--- src/rtl/param_seq_detector.sv ---
// Parametrised Mealy sequence detector with runtime-loadable pattern, framed or sliding
// compare, input-valid qualifier and a saturating match counter.
module param_seq_detector #(
    parameter int SEQ_LEN = 4,
    parameter int CNT_W   = 8
) (
    input  logic               clk,
    input  logic               rst,
    input  logic               in_valid,
    input  logic               in,
    input  logic               pat_load,
    input  logic [SEQ_LEN-1:0] pattern,
    input  logic               mode,
    output logic               dec,
    output logic [CNT_W-1:0]   match_cnt
);

    localparam int PW = $clog2(SEQ_LEN);
    localparam logic [PW-1:0] LAST = PW'(SEQ_LEN - 1);

    typedef enum logic {
        MATCH = 1'b0,
        FAIL  = 1'b1
    } state_t;

    state_t             state_reg, state_next;
    logic [PW-1:0]      pos_reg, pos_next;
    logic [PW-1:0]      fill_reg, fill_next;
    logic [SEQ_LEN-2:0] hist_reg, hist_next, hist_shift;
    logic [SEQ_LEN-1:0] pat_reg;
    logic               mode_reg;
    logic [PW-1:0]      bit_idx;
    logic               bit_ok;
    logic               bit_take;

    // A 2-bit pattern keeps a single history bit, so there is nothing to shift along.
    generate
        if (SEQ_LEN == 2) begin : g_hist_short
            assign hist_shift = in;
        end else begin : g_hist_long
            assign hist_shift = {hist_reg[SEQ_LEN-3:0], in};
        end
    endgenerate

    assign bit_take = in_valid & ~pat_load & ~rst;
    assign bit_idx  = LAST - pos_reg;
    assign bit_ok   = (in == pat_reg[bit_idx]);

    always_comb begin
        state_next = state_reg;
        pos_next   = pos_reg;
        fill_next  = fill_reg;
        hist_next  = hist_reg;
        dec        = 1'b0;
        if (bit_take) begin
            if (!mode_reg) begin
                if (pos_reg == LAST) begin
                    dec        = (state_reg == MATCH) && bit_ok;
                    pos_next   = '0;
                    state_next = MATCH;
                end else begin
                    pos_next = pos_reg + 1'b1;
                    if (!bit_ok) begin
                        state_next = FAIL;
                    end
                end
            end else begin
                hist_next = hist_shift;
                if (fill_reg != LAST) begin
                    fill_next = fill_reg + 1'b1;
                end
                dec = (fill_reg == LAST) && ({hist_reg, in} == pat_reg);
            end
        end
    end

    always_ff @(posedge clk) begin
        if (rst) begin
            pat_reg   <= '0;
            mode_reg  <= 1'b0;
            state_reg <= MATCH;
            pos_reg   <= '0;
            fill_reg  <= '0;
            hist_reg  <= '0;
            match_cnt <= '0;
        end else begin
            if (pat_load) begin
                pat_reg   <= pattern;
                mode_reg  <= mode;
                state_reg <= MATCH;
                pos_reg   <= '0;
                fill_reg  <= '0;
                hist_reg  <= '0;
            end else begin
                state_reg <= state_next;
                pos_reg   <= pos_next;
                fill_reg  <= fill_next;
                hist_reg  <= hist_next;
            end
            // Counter holds at all-ones instead of wrapping.
            if (dec && (match_cnt != '1)) begin
                match_cnt <= match_cnt + 1'b1;
            end
        end
    end

endmodule
--- config.mk ---
export PLATFORM = sky130hd
export DESIGN_NAME = param_seq_detector
export DESIGN_NICKNAME = d
export VERILOG_FILES = /design/src/rtl/param_seq_detector.sv
export SDC_FILE = /design/constraint.sdc
export NUM_CORES = 1
export LEC_CHECK = 0
export CAP_MARGIN = 15
export CELL_PAD_IN_SITES_DETAIL_PLACEMENT = 1
export CELL_PAD_IN_SITES_GLOBAL_PLACEMENT = 1
export CORE_MARGIN = 2
export CORE_UTILIZATION = 34
export DETAILED_ROUTE_END_ITERATION = 12
export PLACE_DENSITY_LB_ADDON = 0.1
export SLEW_MARGIN = 20
export SYNTH_ARGS = -nofsm -noshare
export SYNTH_HDL_FRONTEND = slang
export SYNTH_SLANG_ARGS = --single-unit
--- constraint.sdc ---
create_clock -name clk -period 1.95 [get_ports clk]
set_input_delay 0.39 -clock clk [delete_from_list [all_inputs] [get_ports clk]]
set_output_delay 0.39 -clock clk [all_outputs]
set_load 0.02 [all_outputs]
==> impl_metrics.json, run 1 <==
{
  "status": "finished, violations left",
  "violations": "negative setup slack",
  "r2r_slack_ns": -0.10,
  "clkPwrFrac": 0.278,
  "synth.most_common_cell": "dfxtp_1",
  "die_x_um": 60.2,
  "period_share": 1.12,
  "drc": 0,
  "min-delay-start": "hist_reg[2]",
  "synth-seq-area-share": 0.391,
  "grtUsageTotal": 0.182,
  "finalHoldViolations": 0,
  "drive_above_1_share": 0.296,
  "postRouteAntennaNets": 0,
  "wl_per_cell_um": 13.6,
  "port_buffers": 18,
  "path_class": "flip-flop to primary output",
  "slowest_stage": "mux4_2",
  "finClkSkew_ns": 0.00484,
  "r2r_end": "match_cnt[4]",
  "crit_chain": "mux4_2 > xnor2_2 > and2_4 > nand2b_4 > buf_6",
  "numCtsBuffers": 3,
  "syn_nets": 133,
  "dr.pass1.iters": 4,
  "grt_setup_unrepaired": "true",
  "postLayoutCellArea_sq_um": 1630,
  "yosysWarnings": 0,
  "synthTopCellsByCount": "21 x dfxtp_1, 14 x nor2_1, 12 x nand3_1, 10 x nand2_1, 9 x mux2i_1",
  "slew_headroom": 0.803,
  "switching_power_mw": 0.204,
  "r2r_start": "pos_reg[0]",
  "timing.final.crit_period_ns": 2.19,
  "num_antenna_cells": 0,
  "clk_latency_ns": 0.31,
  "synthCells": 120,
  "cp_data_required_time_ns": 1.56,
  "root_buffer": "clkbuf_4",
  "holdWs_ns": 0.481,
  "fmax_ghz": 0.457,
  "cts.sinks": 21,
  "start_kind": "flip-flop",
  "start_util": 0.355,
  "grt_pass1_wl_mm": 4.93,
  "dp_hpwl_mm": 2.22,
  "async_flop_share": 0,
  "maxSlewViolCount": 0,
  "grt_remaining_overflow": 0,
  "largest_register_ffs": 8,
  "pwr-share-seq": 0.555,
  "critical-path-max-stage-delay_ns": 0.55,
  "synth_seq_cells": 21,
  "coreArea_sq_um": 3030,
  "synth-edff-count": 0,
  "dieArea_sq_um": 3630,
  "crit_fanout": 2,
  "die_h_um": 60.2,
  "power.internal_mw": 0.594,
  "areaGrowthSynthToFinish_pct": 51.8,
  "synth_area_leaders": "dfxtp_1 39%, mux2i_1 8.4%, nand3_1 5.6%",
  "first_global_vias": 1120,
  "synth_top_cell_area_share": 0.391,
  "routed_wl_mm": 2.90,
  "finalSetupViolCount": 2,
  "clkTransAtPathRegs_ns": 0.13,
  "arrival_ns": 1.80,
  "ys_types": 32,
  "synth_top_area_cell": "dfxtp_1",
  "maxCapViolations": 0,
  "tritoncts": "built",
  "min_to": "hist_reg[2]",
  "clk_path_buf_depth": 2,
  "endpoint_kind": "primary output",
  "syn_area_sq_um": 1070,
  "power_density_nw_per_um2": 489,
  "gp_congestion": 0.768,
  "cts_max_level": 1,
  "ir_worst_vdd_uv": 246,
  "p_leak_nw": 0.680,
  "top_level_ports": 19,
  "r2r_cells": 7,
  "viasPerCell": 4.99,
  "rows": 20,
  "dpl_cell_area_sq_um": 1490,
  "synth-main-ff-cell": "dfxtp_1",
  "hp-class": "flip-flop to flip-flop",
  "grt_antenna_before_repair": 0,
  "grt_max_degree": 16,
  "fin_ws_ns": -0.237,
  "dr.first_iter.drc_count": 55,
  "avgSynthCellArea_sq_um": 8.96,
  "worst-path-buf-inv": 1,
  "pwr-share-comb": 0.167,
  "worstMarginPinSlew_ns": 0.293,
  "swShare": 0.256,
  "via_count": 1062,
  "path_delay_family": "multiplexers",
  "nNetsFinal": 183,
  "hold_depth": 2
}
what timing repair did:
action | CTS | global route
hold buffers | 0 | 0
gates resized for setup | 11 | 9
pin swaps | 2 | 7
endpoints found under the setup margin | 4 | 7
setup buffers | 1 | 4
metrics by stage:
stage / total power, mW / setup TNS (ns) / util / setup WS, ns / instances
after global placement: 0.561 / -2.45 / 0.491 / -0.606 / 204
after global routing: 0.846 / -0.616 / 0.539 / -0.308 / 213
final: 0.798 / -0.332 / 0.539 / -0.237 / 213
after detailed placement: 0.568 / -3.12 / 0.491 / -0.684 / 204
after CTS: 0.804 / -0.257 / 0.513 / -0.257 / 209
after floorplan: 0.502 / 0 / - / 0.0534 / 120
cell usage in the layout, fill, tap and decap left out, types with 2 or more instances in the layout:
cell	instances
nor2_1	14
o32ai_2	2
a21oi_1	8
nand2b_1	2
nand3_1	11
nor2b_1	3
clkbuf_4	3
mux2_4	3
o211ai_1	2
mux2i_1	9
buf_6	3
xor2_1	4
ha_1	3
nand2_1	10
a21o_1	2
clkdlybuf4s50_1	17
dfxtp_1	20
buf_4	29
and3_1	3
a211oi_1	2
tightest hold or removal path: cells and delay by family, from the launching register on:
family           cells  cell delay (ns)
flip-flops           1             0.34
AO/OA/AOI/OAI        1             0.05
AND/OR/NAND/NOR      1             0.05
how the worst max path moves through the flow:
stage          slack [ns]  cells past startpoint    startpoint      endpoint
5_1_grt             -0.31                      5    pos_reg[0]           dec
3_3_place_gp        -0.61                      6            in           dec
6_report            -0.24                      5    pos_reg[0]           dec
4_1_cts             -0.26                      5    pos_reg[0]           dec
2_1_floorplan        0.05                      6  match_cnt[0]  match_cnt[5]
3_5_place_dp        -0.68                      6            in           dec
per-layer routing:
layer,routed length [um],part of all wire,vias to the layer above,global-route usage
met5,0,0,-,0
met2,1530,0.53,17,0.334
met1,1220,0.42,515,0.206
met3,65,0.022,8,0.0325
met4,79,0.027,0,0.0667
li1,-,-,522,-
cell type report:
cell class,count,area (sq um)
Fill cell,351,1400
Clock buffer,4,26.3
Multi-Input combinational cell,94,703
Sequential cell,21,422
Tap cell,44,55.1
Inverter,1,3.75
Timing Repair Buffer,49,422
power by group through the flow:
stage	Sequential, mW	Clock (mW)	Combinational [mW]
final	0.443	0.222	0.133
after CTS	0.444	0.236	0.124
after detailed placement	0.453	0	0.115
after floorplan	0.454	0	0.0479
after global routing	0.445	0.256	0.146
after global placement	0.452	0	0.109
kinds of logic (layout without fill, tap and decap cells):
kind of cell / after synthesis / after routing / share of synthesized area
xor gates and xnor gates: 7 / 7 / 0.0570
DFF: 21 / 21 / 0.391
buffers and inverters: 5 / 54 / 0.0198
adders and majority gates: 3 / 3 / 0.0349
AOI/OAI and AO/OA: 19 / 19 / 0.120
muxes: 13 / 13 / 0.140
and+or+nand+nor: 52 / 52 / 0.238
No activity file was read; power rests on OpenSTA's default activity.
==> run 2, diff against run 1 <==
Settings changed: PLACE_DENSITY_LB_ADDON 0.1 to 0.12, SLEW_MARGIN 20 to not set.
==> impl_metrics.json, run 2 (synthesis results as in run 1) <==
{
  "grt_remaining_overflow": 0,
  "rows": 20,
  "maxCapViolations": 0,
  "ir_worst_vdd_uv": 316,
  "final_common_cell": "buf_4",
  "nNetsFinal": 184,
  "gp_congestion": 0.763,
  "clkTransAtPathRegs_ns": 0.13,
  "dr.pass1.iters": 4,
  "drive_above_1_share": 0.294,
  "grt_max_degree": 12,
  "timing.final.crit_period_ns": 2.18,
  "postLayoutCellArea_sq_um": 1640,
  "top_level_ports": 19,
  "hp-class": "flip-flop to flip-flop",
  "cts.sinks": 21,
  "layout_common_cells": "31 x buf_4, 20 x dfxtp_1, 17 x clkdlybuf4s50_1",
  "slew_headroom": 0.817,
  "grt_setup_unrepaired": "true",
  "grt_pass1_wl_mm": 4.78,
  "finClkSkew_ns": 0.00783,
  "period_share": 1.12,
  "finalHoldViolations": 0,
  "power_density_nw_per_um2": 496,
  "crit_fanout": 2,
  "clk_path_buf_depth": 2,
  "start_util": 0.355,
  "die_x_um": 60.2,
  "clk_latency_ns": 0.32,
  "wl_per_cell_um": 13.4,
  "dr.first_iter.drc_count": 54,
  "setup_tns_ns": -0.402,
  "arrival_ns": 1.79,
  "die_h_um": 60.2,
  "start_kind": "flip-flop",
  "p_leak_nw": 0.687,
  "numCtsBuffers": 3,
  "path_class": "flip-flop to primary output",
  "areaGrowthSynthToFinish_pct": 52.6,
  "first_global_vias": 1065,
  "largest_register_ffs": 8,
  "status": "finished, violations left",
  "num_antenna_cells": 0,
  "root_buffer": "clkbuf_4",
  "dp_hpwl_mm": 2.16,
  "tritoncts": "built",
  "finalSetupViolCount": 3,
  "port_buffers": 18,
  "grt_antenna_before_repair": 0,
  "postRouteAntennaNets": 0,
  "fmax_ghz": 0.458,
  "cp_data_required_time_ns": 1.56,
  "violations": "negative setup slack",
  "grtUsageTotal": 0.177,
  "viasPerCell": 4.91,
  "cts_max_level": 1,
  "via_count": 1050,
  "fillers": 362,
  "worstMarginPinSlew_ns": 0.272,
  "routed_wl_mm": 2.87,
  "dieArea_sq_um": 3630,
  "fin_ws_ns": -0.234,
  "dpl_cell_area_sq_um": 1510,
  "endpoint_kind": "primary output",
  "drc": 0,
  "maxSlewViolCount": 0,
  "cts_hold_buffers": 0,
  "coreArea_sq_um": 3030
}
[run 2: path summary, 6_finish.rpt]
| path | endpoint | startpoint | depth (start not counted) | slack [ns] |
|---|---|---|---|---|
| max reg2reg | match_cnt[5] | pos_reg[0] | 6 | -0.11 |
| min reg2reg | hist_reg[2] | hist_reg[2] | 2 | 0.48 |
| max | dec | pos_reg[0] | 5 | -0.23 |
| min | hist_reg[2] | hist_reg[2] | 2 | 0.48 |
[run 2: metal layers]
| layer | wire length, um | global-route usage | vias to the layer above |
|---|---|---|---|
| li1 | - | - | 524 |
| met1 | 1310 | 0.220 | 503 |
| met2 | 1430 | 0.292 | 18 |
| met3 | 83 | 0.0368 | 5 |
| met4 | 51 | 0.0825 | 0 |
| met5 | 0 | 0 | - |
[run 2: where the power goes]
group	switching, mW	total [mW]	internal [mW]	leakage [nW]
sequential	0.00511	0.443	0.438	0.171
clock	0.150	0.231	0.0802	0.0150
combinational	0.0589	0.139	0.0805	0.501
total	0.214	0.813	0.599	0.687
[run 2: area by class of cell]
class	count	area, sq um	share of cell area
Sequential cell	21	422	0.257
Multi-Input combinational cell	94	708	0.432
Inverter	1	3.75	0.00229
Clock buffer	4	26.3	0.0160
Timing Repair Buffer	50	425	0.259
Tap cell	44	55.1	0.0336
[run 2: per-stage QoR]
stage	setup slack [ns]	cells	total power, mW	hold WS (ns)	util
2_1_floorplan	0.0534	120	0.502	0.448	-
5_1_grt	-0.285	214	0.859	0.508	0.542
4_1_cts	-0.267	212	0.805	0.483	0.525
3_5_place_dp	-0.675	207	0.570	0.465	0.499
3_3_place_gp	-0.599	207	0.566	0.457	0.499
6_report	-0.234	214	0.813	0.478	0.542
[run 2: timing repair]
action | CTS | global route
endpoints found under the setup margin | 4 | 8
pin swaps | 4 | 3
setup buffers | 1 | 3
resized for setup | 14 | 5
[run 2: critical path, cell delays in order (launching register included)]
cell      delay (ns)
dfxtp_2         0.37
mux4_2          0.55
xnor2_2         0.16
and2_4          0.14
nand2b_4        0.13
buf_6           0.12
==> run 3, diff against run 2 <==
Settings changed: SKIP_CTS_REPAIR_TIMING set to 1.
==> impl_metrics.json, run 3 (synthesis results as in run 1) <==
{
  "top_level_ports": 19,
  "cp_data_required_time_ns": 1.56,
  "finClkSkew_ns": 0.00184,
  "die_h_um": 60.2,
  "grt_remaining_overflow": 0,
  "fin_ws_ns": -0.259,
  "multiInputGateArea_sq_um": 684,
  "grt_pass1_wl_mm": 4.60,
  "fillers": 367,
  "first_global_vias": 1044,
  "rows": 20,
  "ir_worst_vdd_uv": 321,
  "clk_path_buf_depth": 2,
  "via_count": 1050,
  "power_density_nw_per_um2": 497,
  "gp_congestion": 0.763,
  "maxCapViolations": 0,
  "areaGrowthSynthToFinish_pct": 49.0,
  "grt_antenna_before_repair": 0,
  "hp-class": "flip-flop to flip-flop",
  "p_leak_nw": 0.675,
  "crit_chain": "mux4_2 > xnor2_2 > and2_4 > nand2b_4 > buf_6",
  "cts_max_level": 1,
  "crit_fanout": 2,
  "drc": 0,
  "endpoint_kind": "primary output",
  "violations": "negative setup slack",
  "routed_wl_mm": 2.80,
  "maxSlewViolCount": 0,
  "cts.sinks": 21,
  "period_share": 1.13,
  "clkTransAtPathRegs_ns": 0.12,
  "layout_common_cells": "29 x buf_4, 20 x dfxtp_1, 17 x clkdlybuf4s50_1",
  "slew_headroom": 0.804,
  "root_buffer": "clkbuf_4",
  "grt_setup_unrepaired": "true",
  "critical-path-max-stage-delay_ns": 0.55,
  "coreArea_sq_um": 3030,
  "final_common_cell": "buf_4",
  "clk_latency_ns": 0.32,
  "postRouteAntennaNets": 0,
  "status": "finished, violations left",
  "nNetsFinal": 182,
  "port_buffers": 18,
  "slowest_stage": "mux4_2",
  "grtUsageTotal": 0.170,
  "drive_above_1_share": 0.280,
  "wl_per_cell_um": 13.2,
  "dr.first_iter.drc_count": 36,
  "largest_register_ffs": 8,
  "worstMarginPinSlew_ns": 0.292,
  "start_util": 0.355,
  "path_class": "flip-flop to primary output",
  "numCtsBuffers": 3,
  "start_kind": "flip-flop",
  "fmax_ghz": 0.453,
  "timing.final.crit_period_ns": 2.21,
  "arrival_ns": 1.82,
  "grt_max_degree": 12,
  "dieArea_sq_um": 3630,
  "preCtsSetupSlack_ns": -0.675,
  "tritoncts": "built",
  "totalPowerFinal_mw": 0.796,
  "dp_hpwl_mm": 2.16,
  "dr.pass1.iters": 4,
  "holdWs_ns": 0.482,
  "seq_area_sq_um": 422,
  "num_antenna_cells": 0,
  "finalHoldViolations": 0,
  "dpl_cell_area_sq_um": 1510,
  "postLayoutCellArea_sq_um": 1600,
  "die_x_um": 60.2,
  "finalSetupViolCount": 4,
  "viasPerCell": 4.95
}
-- run 3: cell types whose count changed in the layout (fill, tap and decap cells not counted), sizes merged --
| cell | previous run | this run |
|---|---|---|
| buf | 33 | 31 |
-- run 3: power breakdown --
group	switching (mW)	internal (mW)
Clock	0.144	0.0801
Sequential	0.00512	0.438
Combinational	0.0540	0.0742
-- run 3: cell type report --
type | count | share of cell area
Tap cell | 44 | 0.0344
Multi-Input combinational cell | 94 | 0.427
Inverter | 1 | 0.00234
Timing Repair Buffer | 48 | 0.256
Clock buffer | 4 | 0.0164
Sequential cell | 21 | 0.263
-- run 3: worst max-delay path, delay by kind of cell (launching register included) --
kind          cells  cell delay [ns]
xor+xnor          1             0.17
buf+inv           1             0.12
flops             1             0.37
mux               1             0.55
simple gates      2             0.29
-- run 3: worst paths after layout --
kind                                   start            to  slack (ns)  depth (start not counted)
worst min register to register  match_cnt[6]  match_cnt[6]        0.48                          2
worst max register to register    pos_reg[0]  match_cnt[7]       -0.07                          6
worst min-delay path            match_cnt[6]  match_cnt[6]        0.48                          2
worst max-delay path              pos_reg[0]           dec       -0.26                          5
-- run 3: stage by stage --
step	instances	util	TNS [ns]
2_1_floorplan	120	-	0
3_3_place_gp	207	0.499	-2.29
3_5_place_dp	207	0.499	-3.01
4_1_cts	211	0.507	-1.08
5_1_grt	212	0.529	-0.770
6_report	212	0.529	-0.396
-- run 3: metal layers --
metal,vias to the layer above,wire length (um),global-route usage
li1,521,-,-
met1,506,1260,0.202
met2,18,1410,0.289
met3,5,83,0.0346
met5,-,0,0
met4,0,46,0.0825
==> variant 1: new RTL, flow settings as in run 1 <==
`SEQ_LEN`: 4 -> 2.
--- a/src/rtl/param_seq_detector.sv
+++ b/src/rtl/param_seq_detector.sv
@@ -1,7 +1,7 @@
 // Parametrised Mealy sequence detector with runtime-loadable pattern, framed or sliding
 // compare, input-valid qualifier and a saturating match counter.
 module param_seq_detector #(
-    parameter int SEQ_LEN = 4,
+    parameter int SEQ_LEN = 2,
     parameter int CNT_W   = 8
 ) (
     input  logic               clk,
Interface: changed (resized pattern); port bits go from 19 to 17. No check against the original RTL was run, so the function may have changed too.
==> variant 1 against run 1 <==
Area after synthesis fell by 29%; sequential power down 28%; non-clock buffer count down 23; worst hold slack better by 0.036 ns; count of clock-buffer cells in the layout stayed put; cell area shrank 35%; power down 29%; critical path depth shrank 1; wire length decreased by 37%; combinational power is 46% lower; sequential cell count fell by 6; setup slack better by 0.26 ns; global-route usage is 1.3 points lower.
==> variant 1: results <==
[status]
status = "finished, final reports clean"

[synthesis]
syn_nets = 92
synth-main-ff-cell = "dfxtp_1"
yosysUniqueCellTypes = 31
synthTopCellsByArea = "dfxtp_1, mux2i_1, a21oi_1"
synth-seq-area-share = 0.392
synthTopCellsByCount = "dfxtp_1, nand2_1, a21oi_1, nor2_1, mux2i_1"
avgSynthCellArea_um2 = 9.23

[route]
first_pass_iters = 2
drt_iter0_markers = 2
routed_wl_um = 1820
vias = 716
via_per_inst = 5.15

[timing]
slew_headroom = 0.824
fin_skew_ns = 0.000958

[clocking]
clk_latency_ns = 0.27
clkTransAtPathRegs_ns = 0.09

[power]
clockPowerShare = 0.309
p_leak_nw = 0.410
power_switching_share = 0.235

[worst_hold_path]
hold_path.class = "reg2reg"

[cells_and_area]
drive_above_1_share = 0.216
fill_cells = 268
area_growth_syn_to_layout_pct = 38.2
nets = 121

[placement]
place_congestion = 0.715
placed_area_um2 = 1020
dp_hpwl_um = 1390
dp_slack_ns = -0.564

[global_routing]
grt.total_usage = 0.169
grt_pass1_vias = 778
grt_pass1_wl_um = 3380

[setup_path]
critPathMaxStageDelay_ns = 0.36
variant 1: metal layers:
metal / wire length [um] / up-vias / part of all wire / GRT usage
met1: 889 / 343 / 0.49 / 0.209
met2: 879 / 9 / 0.48 / 0.297
met5: 0 / - / 0 / 0
li1: - / 362 / - / -
met4: 12 / 0 / 0.0066 / 0.0526
met3: 40 / 2 / 0.022 / 0.0263
variant 1: area by class of cell:
class                      instances  area share
clock buffer                       4      0.0248
multi-input combinational         66       0.437
sequential                        15       0.285
tap                               28      0.0331
timing repair buffer              26       0.220
variant 1: worst paths after layout:
check / start / to / slack, ns / depth (start not counted)
hold reg to reg: fill_reg / fill_reg / 0.52 / 2
setup reg to reg: fill_reg / match_cnt[5] / 0.16 / 6
hold / removal: fill_reg / fill_reg / 0.52 / 2
setup / recovery: pos_reg / dec / 0.02 / 4
variant 1: tightest hold or removal path: cells and delay by family (launching register included):
family	cells	cell delay, ns
AO/OA/AOI/OAI	1	0.11
flip-flops	1	0.32
AND/OR/NAND/NOR	1	0.05
variant 1: timing repair:
action / 4_1_cts / 5_1_grt
endpoints found under the hold margin: 0 / 0
resized for setup: 11 / 3
endpoints found under the setup margin: 3 / 4
buffers inserted: 0 / 0
pin swaps: 3 / 1
hold buffers: 0 / 0
variant 1: power by group through the flow:
stage	clock (mW)	combinational, mW	sequential (mW)
finish	0.175	0.0723	0.318
global route	0.204	0.0794	0.319
global placement	0	0.0700	0.325
detailed placement	0	0.0713	0.325
CTS	0.186	0.0710	0.318
floorplan	0	0.0344	0.325
variant 1: cells by family after synthesis:
kind of cell / synth area share
compound gates: 0.150
xor+xnor: 0.0458
fa+ha+maj: 0.0163
buf+inv: 0.0196
flops: 0.392
mux: 0.0931
simple gates: 0.283
==> variant 2: new RTL, settings of run 1 <==
Made on the original files. Add an input register stage for `in_valid`, `in`, `pat_load`, `pattern` and `mode`, without a reset; this delays them by one clock.
--- a/src/rtl/param_seq_detector.sv
+++ b/src/rtl/param_seq_detector.sv
@@ -23,6 +23,20 @@
         FAIL  = 1'b1
     } state_t;
 
+    logic in_valid_q;
+    logic in_q;
+    logic pat_load_q;
+    logic [SEQ_LEN-1:0] pattern_q;
+    logic mode_q;
+
+    always_ff @(posedge clk) begin
+        in_valid_q <= in_valid;
+        in_q       <= in;
+        pat_load_q <= pat_load;
+        pattern_q  <= pattern;
+        mode_q     <= mode;
+    end
+
     state_t             state_reg, state_next;
     logic [PW-1:0]      pos_reg, pos_next;
     logic [PW-1:0]      fill_reg, fill_next;
@@ -36,15 +50,15 @@
     // A 2-bit pattern keeps a single history bit, so there is nothing to shift along.
     generate
         if (SEQ_LEN == 2) begin : g_hist_short
-            assign hist_shift = in;
+            assign hist_shift = in_q;
         end else begin : g_hist_long
-            assign hist_shift = {hist_reg[SEQ_LEN-3:0], in};
+            assign hist_shift = {hist_reg[SEQ_LEN-3:0], in_q};
         end
     endgenerate
 
-    assign bit_take = in_valid & ~pat_load & ~rst;
+    assign bit_take = in_valid_q & ~pat_load_q & ~rst;
     assign bit_idx  = LAST - pos_reg;
-    assign bit_ok   = (in == pat_reg[bit_idx]);
+    assign bit_ok   = (in_q == pat_reg[bit_idx]);
 
     always_comb begin
         state_next = state_reg;
@@ -69,7 +83,7 @@
                 if (fill_reg != LAST) begin
                     fill_next = fill_reg + 1'b1;
                 end
-                dec = (fill_reg == LAST) && ({hist_reg, in} == pat_reg);
+                dec = (fill_reg == LAST) && ({hist_reg, in_q} == pat_reg);
             end
         end
     end
@@ -84,9 +98,9 @@
             hist_reg  <= '0;
             match_cnt <= '0;
         end else begin
-            if (pat_load) begin
-                pat_reg   <= pattern;
-                mode_reg  <= mode;
+            if (pat_load_q) begin
+                pat_reg   <= pattern_q;
+                mode_reg  <= mode_q;
                 state_reg <= MATCH;
                 pos_reg   <= '0;
                 fill_reg  <= '0;
Check against the original RTL: not equivalent (a bounded check fails within 4 cycles, from zero or initial values and one cycle with rst high).
==> variant 2 against run 1 <==
Via count grew 2.4%; setup slack gained 0.14 ns; area after synthesis grew 19%; core utilization shrank 3.1 points; power grew 72%; cell area grew 13%; fmax grew 7.0%; wire length grew 3.0%; sequential cell count grew 8; the run still ends with negative setup slack left; register-to-register slack gained 0.14 ns.
==> variant 2: results <==
[status]
status = "finished with violations"
violations = "negative setup slack"

[synthesis]
yosysUniqueCellTypes = 34
synth-main-ff-cell = "dfxtp_1"
synthTopCellsByArea = "dfxtp_1, mux2i_1, nor2_1"
syn_nets = 139
synth_warnings = 0
postSynth.asyncResetShare = 0
synth-seq-area-share = 0.454
synthTopCellsByCount = "dfxtp_1, nor2_1, nand3_1"

[cells_and_area]
nets = 186
largest_reg_flops = 8
antenna_cells = 0
drive_above_1_share = 0.293
fill_cells = 415

[timing]
setup_viol = 1
fin_ws_ns = -0.0948
holdWs_ns = 0.463
finalHoldViolCount = 0
tns_ns = -0.0948
slew_headroom = 0.814
fin_skew_ns = 0.00736

[setup_path]
reg2regPathDepth = 5
rrSetupSlack_ns = 0.04
r2r_end = "match_cnt[5]"
path_max_fanout = 2
reg2reg_from = "pos_reg[0]"
critPathMaxStageDelay_ns = 0.54
slowest_stage = "mux4_2"
cp.arrival_ns = 1.65

[route]
wl_per_cell_um = 13.4
first_pass_iters = 4
via_per_inst = 4.90
drt_iter0_markers = 35

[power]
irDropWorstVdd_v = 0.000466
power.internal_mw = 1.09
p_leak_nw = 0.760

[placement]
dp_slack_ns = -0.592
dp_hpwl_um = 2240
numPortBuffers = 18
place_congestion = 0.725

[worst_hold_path]
holdPathStages = 2
min_to = "pat_reg[0]"
hold_path.class = "reg2reg"
worstHoldStart = "pattern_q[0]"

[global_routing]
grt_max_degree = 18
antenna_found_initial = 0
grt.total_usage = 0.159
grt_pass1_wl_um = 5060
grt_pass1_vias = 1107

[clocking]
clkTransAtPathRegs_ns = 0.07
numCtsBuffers = 5
ctsLongestPathBuffers = 2
clk_latency_ns = 0.27
cts_max_level = 2
root_buffer = "clkbuf_8"
-- variant 2: cell types whose count changed after synthesis, sizes merged, moves of 2 or more --
| cell | before | now |
|---|---|---|
| dfxtp | 21 | 29 |
| and2 | 2 | 0 |
| clkbuf | 2 | 0 |
| a21oi | 8 | 6 |
| o22ai | 0 | 2 |
| o211ai | 3 | 0 |
| nand3 | 12 | 10 |
| nor2b | 3 | 5 |
| a21o | 2 | 0 |
| mux2 | 3 | 5 |
| nor2 | 14 | 16 |
-- variant 2: per-stage QoR --
step	cell area [um2]	cells	util
2_1_floorplan	1280	126	-
3_3_place_gp	1650	211	0.454
3_5_place_dp	1650	211	0.454
4_1_cts	1820	222	0.500
5_1_grt	1840	222	0.508
6_report	1840	222	0.508
-- variant 2: layout make-up --
cell class                      instances  area [um2]  share of cell area
Timing Repair Buffer                   43         372               0.201
Clock buffer                            7        86.3              0.0468
Clock inverter                          1        30.0              0.0163
Sequential cell                        29         582               0.315
Multi-Input combinational cell         94         714               0.387
Tap cell                               48        60.1              0.0326
-- variant 2: how the worst max path moves through the flow --
stage | startpoint | end | slack, ns | cells after the start
detailed placement | rst | dec | -0.59 | 5
floorplan | pos_reg[0] | match_cnt[5] | 0.07 | 4
CTS | pos_reg[0] | dec | -0.12 | 4
finish | pos_reg[0] | dec | -0.09 | 4
global route | pos_reg[0] | dec | -0.15 | 4
global placement | rst | dec | -0.56 | 5
-- variant 2: power by group through the flow --
stage          logic (mW)  registers [mW]  clock network, mW
6_report            0.120           0.623              0.632
5_1_grt             0.131           0.625              0.687
4_1_cts             0.116           0.623              0.659
3_5_place_dp        0.109           0.636                  0
3_3_place_gp        0.105           0.636                  0
2_1_floorplan      0.0543           0.635                  0
-- variant 2: metal layers --
metal  vias to the layer above  share of wire  GRT usage  routed length (um)
met2                        24           0.54      0.282                1600
li1                        537              -          -                   -
met5                         -              0          0                   0
met1                       519           0.40      0.174                1210
met3                         7          0.041     0.0531                 122
met4                         0          0.017     0.0625                  50
-- variant 2: repair_timing --
action | CTS | global route
pin swaps | 6 | 4
resized for setup | 12 | 4
setup buffers | 3 | 0
endpoints found under the setup margin | 5 | 7
-- variant 2: kinds of logic after synthesis --
kind of cell               synth area share
muxes                                 0.124
AOI/OAI and AO/OA                    0.0949
adders and majority gates            0.0294
buffers and inverters                0.0264
xor gates and xnor gates             0.0538
and+or+nand+nor                       0.217
DFF                                   0.454
-- variant 2: critical path, delay by kind of cell, from the launching register on --
kind	cells	cell delay (ns)
flip-flops	1	0.34
XOR/XNOR	1	0.15
buffers and inverters	1	0.13
AO/OA/AOI/OAI	1	0.23
multiplexers	1	0.54
